$ cat config.mk
export PLATFORM = sky130hd
export DESIGN_NAME = msgmii_rst_seq
export DESIGN_NICKNAME = d
export VERILOG_FILES = /design/src/rtl/msgmii_rst_pkg.sv /design/src/rtl/msgmii_rst_sync.sv /design/src/rtl/msgmii_rst_seq.sv
export SDC_FILE = /design/constraint.sdc
export NUM_CORES = 1
export LEC_CHECK = 0
export BUFFER_PORTS_ARGS = -buffer_cell sky130_fd_sc_hd__buf_2
export CORE_MARGIN = 4
export CORE_UTILIZATION = 56
export DETAILED_ROUTE_END_ITERATION = 7
export PLACE_DENSITY = 0.78
export REMOVE_ABC_BUFFERS = 1
export SETUP_SLACK_MARGIN = 0.15
export SLEW_MARGIN = 20
export SYNTH_ARGS = -nofsm -noshare
export SYNTH_HDL_FRONTEND = slang
export SYNTH_SLANG_ARGS = --single-unit
$ cat constraint.sdc
create_clock -name clk -period 2.8 [get_ports clk]
set_clock_uncertainty 0.2 [all_clocks]
set_input_delay 0 -clock clk [delete_from_list [all_inputs] [get_ports clk]]
set_output_delay 0 -clock clk [all_outputs]
set_load 0.05 [all_outputs]
$ cat src/rtl/msgmii_rst_pkg.sv
// Shared types and sizing helpers for the MSGMII/TSE reset sequencer.
// Widths here are derived from the default parameters; modules re-derive from their own.
package msgmii_rst_pkg;

    typedef enum logic [1:0] {
        ST_HOLD,
        ST_REL,
        ST_RUN
    } seq_state_t;

    function automatic int clog2(input int value);
        int w;
        w = 0;
        for (int i = 0; i < 31; i++) begin
            if ((1 << i) < value) begin
                w = i + 1;
            end
        end
        return w;
    endfunction

    // Width of a counter spanning 0..count-1, never narrower than one bit.
    function automatic int cnt_width(input int count);
        return (count > 1) ? clog2(count) : 1;
    endfunction

    localparam int DEF_NUM_CH      = 4;
    localparam int DEF_SYNC_STAGES = 2;
    localparam int DEF_HOLD_CYCLES = 16;
    localparam int DEF_STAGGER     = 8;
    localparam int DEF_DIV         = 2;

    localparam int DEF_HOLD_W = cnt_width(DEF_HOLD_CYCLES);
    localparam int DEF_STG_W  = cnt_width(DEF_STAGGER);
    localparam int DEF_DIV_W  = cnt_width(DEF_DIV);

endpackage

$ cat src/rtl/msgmii_rst_sync.sv
// Async-assert / sync-deassert reset synchroniser; output is high while in reset.
// Reusable across the TSE clock domains.
module msgmii_rst_sync #(
    parameter int STAGES = 2
) (
    input  logic clk,
    input  logic rst,
    output logic sync_rst
);

    logic [STAGES-1:0] sync_q;

    // NOTE: sequential state uses <= so each stage samples its neighbour's pre-edge value.
    always_ff @(posedge clk or posedge rst) begin
        if (rst) begin
            sync_q <= '1;
        end else begin
            sync_q <= {sync_q[STAGES-2:0], 1'b0};
        end
    end

    assign sync_rst = sync_q[STAGES-1];

endmodule

$ cat src/rtl/msgmii_rst_seq.sv
// Reset sequencer: synchronised hold, staggered per-channel release, software
// re-sequencing, test-mode bypass and a divided clock-enable gated by channel 0.
module msgmii_rst_seq
    import msgmii_rst_pkg::*;
#(
    parameter int NUM_CH      = DEF_NUM_CH,
    parameter int SYNC_STAGES = DEF_SYNC_STAGES,
    parameter int HOLD_CYCLES = DEF_HOLD_CYCLES,
    parameter int STAGGER     = DEF_STAGGER,
    parameter int DIV         = DEF_DIV
) (
    input  logic              clk,
    input  logic              rst,
    input  logic              test_mode,
    input  logic              sw_rst_req,
    input  logic [NUM_CH-1:0] ch_en,
    output logic [NUM_CH-1:0] rst_out,
    output logic              seq_done,
    output logic              clk_en_div
);

    localparam int HOLD_W = cnt_width(HOLD_CYCLES);
    localparam int STG_W  = cnt_width(STAGGER);
    localparam int SLOT_W = cnt_width(NUM_CH);
    localparam int DIV_W  = cnt_width(DIV);

    localparam logic [HOLD_W-1:0] HOLD_LAST = HOLD_W'(HOLD_CYCLES - 1);
    localparam logic [STG_W-1:0]  STG_LAST  = STG_W'(STAGGER - 1);
    localparam logic [SLOT_W-1:0] SLOT_LAST = SLOT_W'(NUM_CH - 1);
    localparam logic [DIV_W-1:0]  DIV_LAST  = DIV_W'(DIV - 1);

    logic              sync_rst;
    seq_state_t        state_q, state_d;
    logic [HOLD_W-1:0] hold_cnt_q, hold_cnt_d;
    logic [STG_W-1:0]  stg_cnt_q, stg_cnt_d;
    logic [SLOT_W-1:0] slot_q, slot_d;
    logic [NUM_CH-1:0] rst_q, rst_d;
    logic [DIV_W-1:0]  div_cnt_q, div_cnt_d;
    logic              stb_q, stb_d;
    logic              div_hold;

    msgmii_rst_sync #(
        .STAGES (SYNC_STAGES)
    ) u_sync (
        .clk      (clk),
        .rst      (rst),
        .sync_rst (sync_rst)
    );

    always_ff @(posedge clk or posedge rst) begin
        if (rst) begin
            state_q    <= ST_HOLD;
            hold_cnt_q <= '0;
            stg_cnt_q  <= '0;
            slot_q     <= '0;
            rst_q      <= '1;
            div_cnt_q  <= '0;
            stb_q      <= 1'b0;
        end else begin
            state_q    <= state_d;
            hold_cnt_q <= hold_cnt_d;
            stg_cnt_q  <= stg_cnt_d;
            slot_q     <= slot_d;
            rst_q      <= rst_d;
            div_cnt_q  <= div_cnt_d;
            stb_q      <= stb_d;
        end
    end

    // NOTE: every signal gets its default first so no branch leaves one unassigned (no latches).
    always_comb begin
        state_d    = state_q;
        hold_cnt_d = hold_cnt_q;
        stg_cnt_d  = stg_cnt_q;
        slot_d     = slot_q;
        rst_d      = rst_q;

        case (state_q)
            ST_HOLD: begin
                rst_d     = '1;
                stg_cnt_d = '0;
                slot_d    = '0;
                if (sw_rst_req) begin
                    hold_cnt_d = '0;
                end else if (!sync_rst) begin
                    if (hold_cnt_q == HOLD_LAST) begin
                        hold_cnt_d = '0;
                        state_d    = ST_REL;
                    end else begin
                        hold_cnt_d = hold_cnt_q + 1'b1;
                    end
                end
            end

            ST_REL: begin
                if (sw_rst_req) begin
                    state_d    = ST_HOLD;
                    rst_d      = '1;
                    hold_cnt_d = '0;
                    stg_cnt_d  = '0;
                    slot_d     = '0;
                end else begin
                    // Current and earlier slots track their enables; a disabled slot still burns its time.
                    for (int i = 0; i < NUM_CH; i++) begin
                        if (i <= int'(slot_q)) begin
                            rst_d[i] = ~ch_en[i];
                        end
                    end
                    if (slot_q == SLOT_LAST) begin
                        state_d   = ST_RUN;
                        stg_cnt_d = '0;
                    end else if (stg_cnt_q == STG_LAST) begin
                        stg_cnt_d = '0;
                        slot_d    = slot_q + 1'b1;
                    end else begin
                        stg_cnt_d = stg_cnt_q + 1'b1;
                    end
                end
            end

            ST_RUN: begin
                if (sw_rst_req) begin
                    state_d    = ST_HOLD;
                    rst_d      = '1;
                    hold_cnt_d = '0;
                    stg_cnt_d  = '0;
                    slot_d     = '0;
                end else begin
                    rst_d = ~ch_en;
                end
            end

            default: begin
                state_d = ST_HOLD;
                rst_d   = '1;
            end
        endcase
    end

    // Holding on the next value as well keeps the strobe low on the edge channel 0 re-enters reset.
    assign div_hold = rst_q[0] | rst_d[0];

    always_comb begin
        div_cnt_d = div_cnt_q;
        stb_d     = 1'b0;
        if (div_hold) begin
            div_cnt_d = '0;
        end else begin
            stb_d     = (div_cnt_q == DIV_LAST);
            div_cnt_d = (div_cnt_q == DIV_LAST) ? '0 : div_cnt_q + 1'b1;
        end
    end

    assign rst_out    = test_mode ? ({NUM_CH{rst}} | ~ch_en) : rst_q;
    assign seq_done   = (state_q == ST_RUN);
    assign clk_en_div = stb_q;

endmodule

==> key figures <==
Run status
  • Status: complete, no violations

Global route
  • Grt ovf: 0
  • Pin count of the biggest net entering global routing: 16
  • First-pass GRT wire length: 3767 um
  • GRT Overall Usage: 18.98%
  • Initial antenna violation count: 0
  • Vias in the first global route: approximately 910

Clocking
  • Clk root buf: clkbuf_4
  • CTS tree: yes
  • CTS Buffer Depth: 2
  • Postcts setup bufs: 0
  • H-Tree Depth: 1
  • CTS Buf Count: 3
  • CTS clk-pin slew, worst paths: approximately 110 ps
  • Clk_lat worst skew: 290 ps
  • Clock Sinks: 19

Floorplanning
  • Placeable Area: 1764 um^2
  • Row cnt: 15
  • Die Ht: 51.48 um
  • Area of the die: 2650 um^2
  • Initial Util: between 50% and 60%
  • I/O pin cnt: 14
  • Die width: 51.48 um

Worst setup path
  • CP max stage cell: dlygate4sd3_1
  • R2r endpoint: rst_q[1]
  • Type of the worst setup path: reg -> reg
  • Critical Path Most Common Cell: dlygate4sd3_1
  • Worst r2r src: state_q[0]
  • Crit path from: state_q[0]
  • Max FO, Critical Path: 8
  • Worst path max stage delay: 570 ps
  • Critical path, cell by cell: inv_1 > ha_2 > o2bb2ai_1 > dlygate4sd3_1 > a31oi_1 > dlygate4sd3_1
  • WP data required: 2840 ps
  • Crit end category: register
  • CP Launch Type: register
  • R2R setup slack: between 300 and 400 ps
  • Critical path arrival: 2540 ps
  • Reg2Reg Depth: 6

Power and ir drop
  • Leakage power: between 0.5 and 0.6 nW
  • Max VDD drop: 0.4646 mV
  • PD cells: between 900 and 1000 nW/um^2
  • Power after layout: 1.227 mW

Routing
  • DR pass1 iterations: 4
  • DRC: 0
  • DRT iter0 DRCs: 10
  • Vias per cell: 5.563
  • DR WL/cell: 13.44 um
  • Via count: a little under 900
  • Drt total wl: 2151 um
  • Post-route ant nets: 0

Timing
  • Period utilization: 89.16%
  • Hold Fails Final Rpt: 0
  • Final setup violation count: 0
  • Total negative slack: 0 ps
  • Final slew viol count: 0
  • Fmax: 0.4006 GHz
  • RSZ-0062 raised after global routing: false
  • PnR worst setup slack: approximately 300 ps
  • Minimum clock period after layout: 2496 ps

Synth
  • Share of the synthesized area in the top cell type: a little under a third
  • Cells after Synth: 107
  • Synth Area per Inst: 9.893 um^2
  • Synth Register Bits: 19
  • Area contributors post-synth: dfrtp_1, dfstp_2, ha_1
  • Cell accounting for the most synthesized area: dfrtp_1
  • Post-Syn Area: 1059 um^2
  • Post-synthesis sequential area ratio: ~46%
  • Distinct cells, synth: 33
  • Yosys warns: 0

Layout
  • Register area: about 480 um^2
  • Synth-to-layout area growth: 22.81%
  • Highest-count cells in the layout ignoring fill and taps: dfrtp_1, buf_2, dlygate4sd3_1
  • Fill count: approximately 130
  • Non-Filler Instances: 160
  • # diodes: 0
  • Layout cells sized above 1: 23.70%
  • Multi-input logic area: around 550 um^2
  • # nets final: 154

Placement
  • Detailed Place HPWL: 1486 um
  • Final Wtd Congestion: 0.8249
  • Place WS: between 900 and 1000 ps
  • Placed Instances: 145
  • Number of port buffers: 13

Hold path
  • Hold EP: u_sync.sync_q[1]
  • Worst Hold Path Cells: 0
  • Hold Path Class: reg -> reg
  • Worst Hold Launch: u_sync.sync_q[0]

Job
  • # Max-Cap Violations: 0
==> synth_stat cells (all sizes together) <==
| cell type | count |
|---|---|
| nand2b | 1 |
| o211ai | 1 |
| nor2 | 9 |
| nand3 | 5 |
| clkbuf | 1 |
| o2bb2ai | 4 |
| mux2i | 1 |
| a21o | 2 |
| a21oi | 4 |
| dfrtp | 13 |
| a22o | 1 |
| nor3 | 3 |
| dfstp | 6 |
| nand2 | 10 |
| conb | 1 |
| o31a | 1 |
| o21ai | 10 |
| nor3b | 1 |
| o31ai | 2 |
| o21bai | 1 |
| inv | 8 |
| nor2b | 2 |
| ha | 10 |
| a21boi | 1 |
| mux2 | 1 |
| a32o | 1 |
| a31oi | 7 |
==> worst max path at each step <==
| stage | end | slack [ps] | cells past startpoint |
|---|---|---|---|
| after floorplan | state_q[0] | 800 | 5 |
| after global placement | state_q[0] | 990 | 5 |
| after detailed placement | state_q[0] | 970 | 5 |
| after CTS | rst_q[3] | 260 | 6 |
| after global routing | rst_q[1] | 170 | 6 |
| final | rst_q[1] | 300 | 6 |
==> registers in the layout, indices dropped and copies added (netlist names) <==
name	cells
stg_cnt_q	3
u_sync.sync_q	2
rst_q	4
div_cnt_q	1
slot_q	2
state_q	2
clk_en_div	1
hold_cnt_q	4
==> worst max-delay path, delay by kind of cell, from the launching register on <==
family,cells,cell delay [ps]
DFF,1,440
buffers and inverters,3,1240
adders and majority gates,1,290
AOI/OAI and AO/OA,2,260
==> area by class of cell <==
class / instances / area share [%]
Clock buffer: 4 / 2.021
Inverter: 8 / 2.310
Multi-Input combinational cell: 79 / 42.06
Sequential cell: 19 / 37.15
Tap cell: 25 / 2.406
Timing Repair Buffer: 25 / 14.05
==> where the power goes <==
group	internal, mW	total, mW	switching (mW)
Clock	0.0554	0.139	0.0838
Sequential	0.369	0.426	0.0564
Combinational	0.285	0.662	0.377
==> logic make-up (layout without fill, tap and decap cells) <==
logic type,count (synthesis),in the layout,synth area share (%)
flip-flops,19,19,45.63
other,1,1,0.3543
multiplexers,2,2,2.364
AND/OR/NAND/NOR,31,31,13.71
buffers and inverters,9,37,3.191
adder cells (fa/ha/maj),10,10,11.82
AO/OA/AOI/OAI,35,35,22.93
==> stage by stage <==
stage	instance area (um^2)	util (%)	hold WS (ps)
CTS	1295	73.40	166.3
floorplan	1055	-	-218.2
global route	1300	73.69	171.4
global placement	1159	65.67	-253.2
finish	1300	73.69	164.2
detailed placement	1159	65.67	-245.3
==> routing by layer <==
layer	GRT usage (%)	vias up	share of wire [%]
met5	0	-	0
met4	7.860	0	1.3
met3	3.790	4	3.8
met2	32.20	21	51
met1	23.25	427	44
li1	-	438	-
==> repair_timing <==
| item | in CTS | in global routing |
|---|---|---|
| endpoints found under the hold margin | 31 | 0 |
| hold buffers | 11 | 0 |
| gates resized for setup | 0 | 2 |
| setup endpoints to repair | 0 | 2 |
Power figures use the tool's default switching activity.
